## src/rtl/mem_port_arb.sv

```systemverilog
// Shares one memory port between instruction fetch (I) and load/store (D), one transaction in flight.
// Build option MEM_ARB_RR_EN: round-robin on conflicts instead of D-priority with an I starvation limit.
module mem_port_arb #(
    parameter int AW         = 32,
    parameter int DW         = 32,
    parameter int STARVE_MAX = 4
) (
    input  logic            clk,
    input  logic            rst,
    input  logic            i_req,
    input  logic [AW-1:0]   i_addr,
    output logic            i_gnt,
    output logic            i_rvalid,
    output logic [DW-1:0]   i_rdata,
    input  logic            d_req,
    input  logic            d_we,
    input  logic [DW/8-1:0] d_be,
    input  logic [AW-1:0]   d_addr,
    input  logic [DW-1:0]   d_wdata,
    output logic            d_gnt,
    output logic            d_rvalid,
    output logic [DW-1:0]   d_rdata,
    output logic            m_req,
    output logic            m_we,
    output logic [DW/8-1:0] m_be,
    output logic [AW-1:0]   m_addr,
    output logic [DW-1:0]   m_wdata,
    input  logic            m_gnt,
    input  logic            m_rvalid,
    input  logic [DW-1:0]   m_rdata,
    output logic            err_spurious,
    output logic [1:0]      dbg_state
);

    // Handshakes: x_req is held until the one-cycle x_gnt; m_req is held with stable m_* until m_gnt;
    // x_rvalid / m_rvalid are single-cycle pulses with no back-pressure.
    typedef enum logic [1:0] {
        IDLE  = 2'd0,
        ISSUE = 2'd1,
        RESP  = 2'd2
    } state_t;

    state_t              state, state_nxt;
    logic                win_i, win_d, i_first, accept;
    logic                owner_i, we_q;
    logic [DW/8-1:0]     be_q;
    logic [AW-1:0]       addr_q;
    logic [DW-1:0]       wdata_q;

`ifdef MEM_ARB_RR_EN
    logic last_d;
    assign i_first = last_d;

    always_ff @(posedge clk) begin
        if (rst)         last_d <= 1'b1;
        else if (accept) last_d <= win_d;
    end
`else
    localparam logic [3:0] SMAX = 4'(STARVE_MAX);
    logic [3:0] starve_cnt;
    assign i_first = (starve_cnt == SMAX);

    // Counts consecutive D wins that left I waiting; saturates so I wins the next conflict.
    always_ff @(posedge clk) begin
        if (rst) begin
            starve_cnt <= 4'd0;
        end else if (accept) begin
            if (win_d && i_req) begin
                if (starve_cnt != SMAX) starve_cnt <= starve_cnt + 4'd1;
            end else begin
                starve_cnt <= 4'd0;
            end
        end
    end
`endif

    assign win_i  = i_req && (!d_req || i_first);
    assign win_d  = d_req && !win_i;
    assign accept = (state == IDLE) && (i_req || d_req);

    always_ff @(posedge clk) begin
        if (rst) state <= IDLE;
        else     state <= state_nxt;
    end

    always_comb begin
        state_nxt = state;
        case (state)
            IDLE:    if (i_req || d_req) state_nxt = ISSUE;
            ISSUE:   if (m_gnt)          state_nxt = RESP;
            RESP:    if (m_rvalid)       state_nxt = IDLE;
            default: state_nxt = IDLE;
        endcase
    end

    always_ff @(posedge clk) begin
        if (rst) begin
            owner_i <= 1'b0;
            we_q    <= 1'b0;
            be_q    <= '0;
            addr_q  <= '0;
            wdata_q <= '0;
        end else if (accept) begin
            owner_i <= win_i;
            if (win_i) begin
                we_q    <= 1'b0;
                be_q    <= '1;
                addr_q  <= i_addr;
                wdata_q <= '0;
            end else begin
                we_q    <= d_we;
                be_q    <= d_be;
                addr_q  <= d_addr;
                wdata_q <= d_wdata;
            end
        end
    end

    always_ff @(posedge clk) begin
        if (rst)                            err_spurious <= 1'b0;
        else if (m_rvalid && state != RESP) err_spurious <= 1'b1;
    end

    // Handshake outputs are held low while rst is asserted so an abandoned transaction never completes.
    always_comb begin
        i_gnt    = 1'b0;
        d_gnt    = 1'b0;
        m_req    = 1'b0;
        i_rvalid = 1'b0;
        d_rvalid = 1'b0;
        i_rdata  = '0;
        d_rdata  = '0;
        if (!rst) begin
            case (state)
                IDLE: begin
                    i_gnt = win_i;
                    d_gnt = win_d;
                end
                ISSUE: m_req = 1'b1;
                RESP: begin
                    if (m_rvalid) begin
                        if (owner_i) begin
                            i_rvalid = 1'b1;
                            i_rdata  = we_q ? '0 : m_rdata;
                        end else begin
                            d_rvalid = 1'b1;
                            d_rdata  = we_q ? '0 : m_rdata;
                        end
                    end
                end
                default: ;
            endcase
        end
    end

    assign m_we      = we_q;
    assign m_be      = be_q;
    assign m_addr    = addr_q;
    assign m_wdata   = wdata_q;
    assign dbg_state = state;

endmodule

```

## config.mk

```make
export PLATFORM = sky130hd
export DESIGN_NAME = mem_port_arb
export DESIGN_NICKNAME = d
export VERILOG_FILES = /design/src/rtl/mem_port_arb.sv
export SDC_FILE = /design/constraint.sdc
export NUM_CORES = 1
export LEC_CHECK = 0
export ABC_AREA = 1
export CORE_MARGIN = 5
export CORE_UTILIZATION = 38
export DETAILED_ROUTE_END_ITERATION = 12
export GPL_ROUTABILITY_DRIVEN = 0
export GPL_TIMING_DRIVEN = 0
export PLACE_DENSITY = 0.86
export SYNTH_ARGS = -nofsm -noshare
export SYNTH_HDL_FRONTEND = slang
export SYNTH_SLANG_ARGS = --single-unit
```

## constraint.sdc

```tcl
create_clock -name clk -period 3.6 [get_ports clk]
set_input_delay 0.36 -clock clk [delete_from_list [all_inputs] [get_ports clk]]
set_output_delay 0.36 -clock clk [all_outputs]
set_load 0.01 [all_outputs]
```

==> impl_metrics.py, run 1 <==
metrics = {
    "setup_path": {
        "critical_path_arrival_ns": 2.39,
        "r2r_start": "starve_cnt[0]",
        "path_max_fanout": 10,
        "timing.rr.end": "m_be[3]",
        "critPathLaunchType": "flop",
        "required_ns": 3.24,
        "reg2reg_depth": 9,
        "reg2reg_setup_slack_ns": 1.93,
        "crit_type": "flop to output port",
        "end_kind": "output port",
    },
    "sta": {
        "final.setup.tns_ns": 0,
        "hold_slack_ns": 0.410,
        "fin_crit_sh": 0.763,
        "hold_viol_final": 0,
        "tightest_slew_ns": 0.452,
        "rsz0062_at_grt": "false",
        "setup_ws_ns": 0.853,
        "max_freq_mhz": 364,
        "min_period_ns": 2.75,
        "max-slew-margin-rel": 0.699,
        "slew_violations": 0,
        "finClkSkew_ns": 0.0108,
        "setup_viol": 0,
    },
    "detailed_routing": {
        "drt_iter0_markers": 371,
        "wl_microns": 15500,
        "routed_via_density": 4.74,
        "vias": 4920,
        "detail_route.wl_per_cell_microns": 15.0,
        "final_antenna_net_count": 0,
        "firstDrtPassIters": 4,
        "drc": 0,
    },
    "logic_synthesis": {
        "syn_area_per_cell_sq_um": 6.29,
        "seq_area_frac_synth": 0.401,
        "synth_cell_type_count": 21,
        "ys_seq_elements": 77,
        "synthCells": 611,
        "yosys_warnings": 0,
        "synthesis.area_sq_um": 3840,
        "synth_fp_nets": 752,
    },
    "place": {
        "portBuffers": 277,
        "dp.cells": 1021,
        "dp_slack_ns": 1.00,
        "dp_hpwl_microns": 12600,
    },
    "grt": {
        "grt_max_degree": 16,
        "grt_pass1_vias": 4726,
        "antenna_found_initial": 1,
        "globalRoute.totalOverflow": 0,
        "grt_pass1_wl_microns": 24200,
        "grt_use_total": 0.244,
    },
    "power": {
        "p_leak_nw": 3.08,
        "irDropWorstVdd_v": 0.000216,
        "power.density_nw_per_um2": 334,
    },
    "clock_tree": {
        "cts_tree": "built",
        "cts_setup_buffers": 0,
        "cts_resized": 0,
        "cts.clk_slew.worst_paths_ns": 0.09,
        "cts_htree_levels": 3,
        "cts_buffer_depth": 2,
        "clock_latency_ns": 0.35,
        "cts_buffers": 9,
        "root_buffer": "clkbuf_8",
        "cts_hold_buffers": 0,
        "cts.sinks": 77,
    },
    "hold_path": {
        "holdPathEnd": "dbg_state[1]",
        "hp-start": "rst",
        "holdPathStages": 2,
        "hold_class": "input pin to flop",
    },
    "finish": {
        "final_cell_mix": "clkdlybuf4s50_1 (277), nor2_1 (143), nand2_1 (139)",
        "final_cell_count_no_fill": 1038,
        "nets": 1040,
        "layout-drive-gt1-share": 0.0586,
        "multiInputGateArea_sq_um": 1880,
        "layout_commonest_cell": "clkdlybuf4s50_1",
        "area_delta_synth_final_pct": 81.2,
        "fill_cells": 837,
        "seq_area_sq_um": 1540,
    },
    "floorplan": {
        "start_util": 0.391,
        "io_pins": 280,
        "dieArea_sq_um": 12200,
        "die_h_microns": 111,
        "std_cell_rows": 36,
        "core_area_sq_um": 9820,
        "die_w_microns": 111,
    },
    "flow_run": {
        "cap_violations": 0,
    },
    "status": {
        "status": "complete, no violations",
    },
}
==> cells by family after synthesis <==
family	after synthesis	share of synthesized area
AND/OR/NAND/NOR	391	0.419
adder cells (fa/ha/maj)	2	0.00651
buffers and inverters	95	0.111
XOR/XNOR	1	0.00228
AO/OA/AOI/OAI	45	0.0606
flip-flops	77	0.401
==> layer usage <==
layer,track usage,part of all wire,vias to the layer above
met5,0,0,-
met2,0.460,0.51,221
met3,0.0739,0.079,39
met1,0.246,0.37,2166
li1,-,-,2494
met4,0.104,0.038,0
==> sequential cells by signal, indices dropped and copies added (netlist names) <==
name and cells:
dbg_state 2, err_spurious 1, m_addr 32, m_be 4, m_wdata 32, m_we 1, owner_i 1, starve_cnt 4
==> report_power, final <==
| group | switching, W | internal (W) | total (W) |
|---|---|---|---|
| clock network | 0.000343 | 0.000259 | 0.000602 |
| registers | 0.0000445 | 0.000935 | 0.000980 |
| logic | 0.000352 | 0.000390 | 0.000743 |
| total | 0.000740 | 0.00158 | 0.00232 |
==> Yosys cell counts <==
| library cell | number | area [sq um] |
|---|---|---|
| o21ai_0 | 6 | 30.0 |
| buf_2 | 25 | 125 |
| nand2_1 | 139 | 522 |
| clkbuf_1 | 9 | 33.8 |
| a21oi_1 | 36 | 180 |
| o21ai_2 | 1 | 8.76 |
| o21ai_1 | 1 | 5.00 |
| nand3_1 | 101 | 505 |
| buf_6 | 2 | 22.5 |
| nor2_1 | 143 | 537 |
| o32ai_1 | 1 | 8.76 |
| ha_1 | 2 | 25.0 |
| nor3_1 | 4 | 20.0 |
| inv_2 | 1 | 3.75 |
| buf_4 | 6 | 45.0 |
| nand4_1 | 2 | 12.5 |
| buf_1 | 4 | 15.0 |
| nand2_2 | 2 | 12.5 |
| dfxtp_1 | 77 | 1540 |
| inv_1 | 48 | 180 |
| xor2_1 | 1 | 8.76 |
==> worst max path at each step <==
| stage | to | startpoint | slack (ns) | cells past startpoint |
|---|---|---|---|---|
| 2_1_floorplan | i_gnt | starve_cnt[0] | 2.01 | 7 |
| 3_3_place_gp | d_gnt | d_req | 0.98 | 7 |
| 3_5_place_dp | d_gnt | d_req | 1.00 | 7 |
| 4_1_cts | d_gnt | starve_cnt[0] | 0.79 | 9 |
| 5_1_grt | d_gnt | starve_cnt[0] | 0.65 | 9 |
| 6_report | d_gnt | starve_cnt[0] | 0.85 | 9 |
==> worst max-delay path, stage by stage (launching register included) <==
cell             delay, ns
dfxtp_1               0.35
inv_1                 0.08
ha_1                  0.20
nand3_1               0.09
nand2_2               0.14
nand2_2               0.14
buf_6                 0.16
nand2_1               0.17
nor2_1                0.12
clkdlybuf4s50_1       0.58
==> through the flow <==
step                      area (sq um)  total power [W]   util
after floorplan                   3840          0.00133      -
after global placement            6780          0.00173  0.691
after detailed placement          6780          0.00174  0.691
after CTS                         6960          0.00235  0.709
after global routing              6960          0.00246  0.709
final                             6960          0.00232  0.709
==> area by class of cell <==
| class | count | area share |
|---|---|---|
| Clock buffer | 9 | 0.0178 |
| Buffer | 46 | 0.0347 |
| Clock inverter | 7 | 0.00808 |
| Antenna cell | 1 | 0.000359 |
| Inverter | 49 | 0.0264 |
| Timing Repair Buffer | 277 | 0.398 |
| Tap cell | 133 | 0.0239 |
| Multi-Input combinational cell | 439 | 0.269 |
| Sequential cell | 77 | 0.221 |
No activity file was read; power rests on OpenSTA's default activity.
==> run 2, diff against run 1 <==
--- a/config.mk
+++ b/config.mk
@@ -7,11 +7,11 @@
 export LEC_CHECK = 0
 export ABC_AREA = 1
 export CORE_MARGIN = 5
-export CORE_UTILIZATION = 38
+export CORE_UTILIZATION = 35
 export DETAILED_ROUTE_END_ITERATION = 12
 export GPL_ROUTABILITY_DRIVEN = 0
 export GPL_TIMING_DRIVEN = 0
-export PLACE_DENSITY = 0.86
+export PLACE_DENSITY = 0.8
 export SYNTH_ARGS = -nofsm -noshare
 export SYNTH_HDL_FRONTEND = slang
 export SYNTH_SLANG_ARGS = --single-unit
==> constraint.sdc (replaced) <==
create_clock -name clk -period 2.6 [get_ports clk]
set_input_delay 0.26 -clock clk [delete_from_list [all_inputs] [get_ports clk]]
set_output_delay 0.26 -clock clk [all_outputs]
set_load 0.01 [all_outputs]
==> run 2 against run 1 <==
Against the previous run: critical path depth is 3 lower; non-clock buffer count is 2 higher; sequential share of layout area is 0.091 points lower; core utilization is 6.1 points lower; global-route usage is 1.9 points lower; flip-flop and latch count stayed put; sequential power is 39% higher.
==> impl_metrics.py, run 2 (same netlist as run 1, synthesis figures left out) <==
metrics = {
    "finish": {
        "multiInputGateArea_sq_um": 1880,
        "nets": 1042,
        "layout_commonest_cell": "clkdlybuf4s50_1",
        "area_delta_synth_final_pct": 82.0,
        "seq_area_sq_um": 1540,
        "final_cell_mix": "clkdlybuf4s50_1 (275), nor2_1 (142), nand2_1 (139)",
        "fill_cells": 970,
        "final_util": 0.648,
        "layout-drive-gt1-share": 0.0618,
    },
    "place": {
        "dp_hpwl_microns": 12600,
        "portBuffers": 277,
    },
    "sta": {
        "slew_violations": 0,
        "rsz0062_at_grt": "false",
        "min_period_ns": 2.34,
        "tightest_slew_ns": 0.487,
        "finClkSkew_ns": 0.0182,
        "max_freq_mhz": 428,
        "fin_crit_sh": 0.899,
        "setup_viol": 0,
        "max-slew-margin-rel": 0.676,
        "final.setup.tns_ns": 0,
        "hold_viol_final": 0,
    },
    "setup_path": {
        "path_cells": "inv_1 > nor2_2 > nand4_1 > buf_2 > nor2_1 > clkdlybuf4s50_1",
        "crit_type": "flop to output port",
        "end_kind": "output port",
        "crit_slowest_cell": "clkdlybuf4s50_1",
        "path_max_fanout": 10,
        "slowest_delay_ns": 0.57,
        "critical_path_arrival_ns": 2.08,
        "critPathLaunchType": "flop",
        "required_ns": 2.34,
    },
    "detailed_routing": {
        "wl_microns": 15500,
        "vias": 4788,
        "detail_route.wl_per_cell_microns": 14.8,
        "final_antenna_net_count": 0,
        "firstDrtPassIters": 4,
        "routed_via_density": 4.56,
        "drc": 0,
        "drt_iter0_markers": 206,
    },
    "power": {
        "p_seq_frac": 0.421,
        "swShare": 0.320,
        "internal-power_w": 0.00219,
        "p_leak_nw": 3.09,
        "power.density_nw_per_um2": 461,
        "irDropWorstVdd_v": 0.000273,
        "comb_power_share": 0.317,
        "clockPowerShare": 0.262,
        "p_switching_w": 0.00103,
    },
    "hold_path": {
        "hold_class": "input pin to flop",
    },
    "floorplan": {
        "die_w_microns": 115,
        "io_pins": 280,
        "start_util": 0.356,
        "die_h_microns": 115,
        "dieArea_sq_um": 13200,
        "core_area_sq_um": 10800,
        "std_cell_rows": 38,
    },
    "clock_tree": {
        "cts_hold_buffers": 0,
        "cts_htree_levels": 3,
        "clock_latency_ns": 0.36,
        "cts.clk_slew.worst_paths_ns": 0.09,
        "cts_buffer_depth": 2,
        "root_buffer": "clkbuf_8",
        "cts_buffers": 9,
        "cts.sinks": 77,
        "cts_tree": "built",
    },
    "status": {
        "status": "complete, no violations",
    },
    "grt": {
        "globalRoute.totalOverflow": 0,
        "grt_use_total": 0.225,
        "grt_max_degree": 16,
        "grt_pass1_wl_microns": 23300,
        "antenna_found_initial": 3,
        "grt_pass1_vias": 4465,
    },
    "flow_run": {
        "cap_violations": 0,
    },
}
-- run 2: changes by cell type in the layout (fill, tap and decap cells not counted), sizes merged --
cell	previous run	this run
clkdlybuf4s50	277	275
diode	1	3
buf	37	39
dlygate4sd2	0	2
clkinvlp	1	3
clkinv	3	1
-- run 2: path summary, 6_finish.rpt --
check                     start           end  cells past startpoint  slack, ns
hold reg to reg     m_wdata[23]   m_wdata[23]                      2       0.47
hold / removal              rst  dbg_state[1]                      2       0.28
setup reg to reg  starve_cnt[0]   m_wdata[20]                      9       0.96
setup / recovery   dbg_state[1]   d_rdata[20]                      6       0.26
-- run 2: what timing repair did --
action	4_1_cts	5_1_grt
pin swaps	0	2
gates resized for setup	2	1
endpoints found under the setup margin	2	57
setup buffers	0	2
-- run 2: final cells by class --
cell class	instances	share of cell area
diodes	3	0.00107
clock buffers	9	0.0177
well taps	140	0.0250
repair buffers	279	0.398
inverters	49	0.0263
plain buffers	46	0.0345
multi-input cells	439	0.269
clock inverters	7	0.00805
flip-flops and latches	77	0.220
-- run 2: per-layer routing --
layer,vias up,GRT usage,wire length [microns]
li1,2497,-,-
met1,2074,0.254,5930
met2,191,0.403,7960
met3,26,0.0537,1250
met4,0,0.0970,388
met5,-,0,0
-- run 2: power groups by stage --
| stage | logic [W] | registers (W) | clock network, W |
|---|---|---|---|
| 6_report | 0.00102 | 0.00136 | 0.000843 |
| 5_1_grt | 0.00113 | 0.00137 | 0.000914 |
| 4_1_cts | 0.00103 | 0.00136 | 0.000868 |
| 3_5_place_dp | 0.00103 | 0.00138 | 0 |
| 3_3_place_gp | 0.00102 | 0.00138 | 0 |
| 2_1_floorplan | 0.000413 | 0.00143 | 0 |
-- run 2: worst max-delay path: cells and delay by family, from the launching register on --
kind,cells,cell delay (ns)
buffers and inverters,3,0.90
and+or+nand+nor,3,0.45
DFF,1,0.37
-- run 2: per-stage QoR --
stage          worst slack (ns)  hold slack [ns]  std cells  power (W)  cell area, sq um
3_5_place_dp              0.225            0.455       1028    0.00241              6790
4_1_cts                   0.109            0.269       1044    0.00326              6970
5_1_grt                  0.0407            0.286       1049    0.00341              6990
6_report                  0.261            0.282       1049    0.00322              6990
3_3_place_gp              0.253            0.450       1028    0.00240              6790
2_1_floorplan              1.11            0.368        611    0.00184              3840
==> run 3, diff against run 2 <==
--- a/config.mk
+++ b/config.mk
@@ -10,8 +10,8 @@
 export CORE_UTILIZATION = 35
 export DETAILED_ROUTE_END_ITERATION = 12
 export GPL_ROUTABILITY_DRIVEN = 0
-export GPL_TIMING_DRIVEN = 0
 export PLACE_DENSITY = 0.8
+export SKIP_LAST_GASP = 1
 export SYNTH_ARGS = -nofsm -noshare
 export SYNTH_HDL_FRONTEND = slang
 export SYNTH_SLANG_ARGS = --single-unit
==> run 3 against run 2 <==
Against the previous run: critical path depth grew 2; wire length decreased by 5.6%; hold slack better by 0.041 ns; via count fell by 2.7%; setup slack worse by 0.085 ns; power increased by 1.7%; clock skew fell by 0.0048 ns; sequential power about the same; global-route usage decreased by 1.4 points; first-iteration DRC count increased by 66%; combinational power hardly changed; largest power group unchanged.
==> impl_metrics.py, run 3 (same netlist as run 1, synthesis figures left out) <==
metrics = {
    "setup_path": {
        "path_buf_inv": 2,
        "r2r_start": "starve_cnt[0]",
        "critical_path_arrival_ns": 2.16,
        "reg2reg_setup_slack_ns": 0.67,
        "cp_common_cell": "nand2_2",
        "slowest_delay_ns": 0.56,
        "critPathLaunchType": "flop",
        "path_max_fanout": 11,
        "reg2reg_depth": 10,
        "required_ns": 2.34,
        "crit_slowest_cell": "clkdlybuf4s50_1",
        "timing.rr.end": "m_addr[21]",
        "end_kind": "output port",
        "cp_top_family": "buffers and inverters",
        "path_cells": "inv_1 > ha_1 > nand3_1 > nand2_2 > nand2_2 > nand2_1 > nor2_1 > clkdlybuf4s50_1",
        "crit_type": "flop to output port",
    },
    "detailed_routing": {
        "routed_via_density": 4.60,
        "vias": 4658,
        "wl_microns": 14700,
        "final_antenna_net_count": 0,
        "firstDrtPassIters": 5,
        "drc": 0,
        "drt_iter0_markers": 341,
        "detail_route.wl_per_cell_microns": 14.5,
    },
    "floorplan": {
        "io_pins": 280,
        "dieArea_sq_um": 13200,
        "std_cell_rows": 38,
        "core_area_sq_um": 10800,
        "die_w_microns": 115,
        "die_h_microns": 115,
        "start_util": 0.356,
    },
    "sta": {
        "fin_crit_sh": 0.932,
        "max-slew-margin-rel": 0.494,
        "tightest_slew_ns": 0.759,
        "setup_viol": 0,
        "max_freq_mhz": 413,
        "hold_viol_final": 0,
        "hold_slack_ns": 0.323,
        "finClkSkew_ns": 0.0134,
        "min_period_ns": 2.42,
        "final.setup.tns_ns": 0,
        "slew_violations": 0,
        "rsz0062_at_grt": "false",
    },
    "finish": {
        "final_cell_mix": "clkdlybuf4s50_1 (278), nor2_1 (143), nand2_1 (139)",
        "area_delta_synth_final_pct": 79.0,
        "layout-drive-gt1-share": 0.0356,
        "nets": 1006,
        "layout_commonest_cell": "clkdlybuf4s50_1",
    },
    "place": {
        "portBuffers": 279,
        "dp_hpwl_microns": 11100,
    },
    "clock_tree": {
        "cts_buffer_depth": 2,
        "cts_tree": "built",
        "cts_hold_buffers": 0,
        "cts_setup_buffers": 0,
        "cts.sinks": 77,
        "cts_resized": 0,
        "clock_latency_ns": 0.35,
        "cts_htree_levels": 3,
        "cts_buffers": 9,
        "cts.clk_slew.worst_paths_ns": 0.08,
        "root_buffer": "clkbuf_8",
    },
    "grt": {
        "grt_use_total": 0.211,
        "grt_pass1_vias": 4178,
        "globalRoute.totalOverflow": 0,
        "antenna_found_initial": 3,
        "grt_pass1_wl_microns": 22100,
        "grt_max_degree": 109,
    },
    "power": {
        "irDropWorstVdd_v": 0.000273,
        "p_seq_frac": 0.412,
        "swShare": 0.307,
        "p_leak_nw": 3.01,
        "power.density_nw_per_um2": 477,
        "comb_power_share": 0.301,
        "p_switching_w": 0.00101,
        "internal-power_w": 0.00227,
        "clockPowerShare": 0.286,
    },
    "flow_run": {
        "cap_violations": 0,
    },
    "hold_path": {
        "holdPathEnd": "owner_i",
        "holdPathStages": 4,
        "hold_class": "input pin to flop",
        "hp-start": "rst",
    },
    "status": {
        "status": "complete, no violations",
    },
}
run 3: cell types whose count changed in the layout (fill, tap and decap cells not counted):
cell / before / now
inv_2: 1 / 0
nor2_1: 142 / 143
dlygate4sd2_1: 2 / 0
nor2_2: 1 / 0
buf_12: 0 / 2
buf_2: 25 / 1
clkbuf_1: 9 / 0
buf_6: 2 / 0
bufinv_16: 0 / 1
buf_1: 4 / 0
clkdlybuf4s50_1: 275 / 278
run 3: per-layer routing:
metal	track usage	vias up	part of all wire
met5	0	-	0
met4	0.0908	0	0.032
met3	0.0663	28	0.090
met2	0.380	194	0.51
met1	0.226	2016	0.37
li1	-	2420	-
run 3: worst register-to-register path: cells and delay by family (launching register included):
family,cells,cell delay (ns)
buffers and inverters,3,0.65
and+or+nand+nor,6,0.68
DFF,1,0.36
adders and majority gates,1,0.19
run 3: final cells by class:
cell class,count,area [sq um]
Sequential cell,77,1540
Fill cell,1004,3920
Tap cell,140,175
Antenna cell,3,7.51
Multi-Input combinational cell,439,1880
Clock buffer,9,124
Timing Repair Buffer,289,2890
Clock inverter,7,81.3
Inverter,49,185
run 3: worst max-delay path by stage:
stage | start | end | slack (ns) | cells past startpoint
final | starve_cnt[0] | d_gnt | 0.18 | 8
after global routing | dbg_state[1] | d_rdata[30] | 0.0001 | 6
after CTS | starve_cnt[0] | d_gnt | 0.15 | 8
after detailed placement | m_rvalid | i_rdata[30] | 0.40 | 5
after global placement | m_rvalid | i_rdata[30] | 0.45 | 5
after floorplan | starve_cnt[0] | i_gnt | 1.11 | 7
run 3: metrics by stage:
| step | setup WS [ns] | power (W) | cells | util | instance area (sq um) |
|---|---|---|---|---|---|
| 6_report | 0.177 | 0.00328 | 1013 | 0.637 | 6880 |
| 2_1_floorplan | 1.11 | 0.00184 | 611 | - | 3840 |
| 3_5_place_dp | 0.397 | 0.00237 | 994 | 0.618 | 6670 |
| 5_1_grt | 0.000105 | 0.00348 | 1013 | 0.637 | 6880 |
| 3_3_place_gp | 0.446 | 0.00237 | 994 | 0.618 | 6670 |
| 4_1_cts | 0.153 | 0.00333 | 1010 | 0.637 | 6870 |
run 3: power groups by stage:
| stage | Sequential, W | Clock (W) | Combinational [W] |
|---|---|---|---|
| after floorplan | 0.00143 | 0 | 0.000413 |
| after detailed placement | 0.00138 | 0 | 0.000994 |
| after global routing | 0.00137 | 0.00102 | 0.00109 |
| after global placement | 0.00138 | 0 | 0.000990 |
| after CTS | 0.00135 | 0.000974 | 0.00100 |
| final | 0.00135 | 0.000938 | 0.000988 |
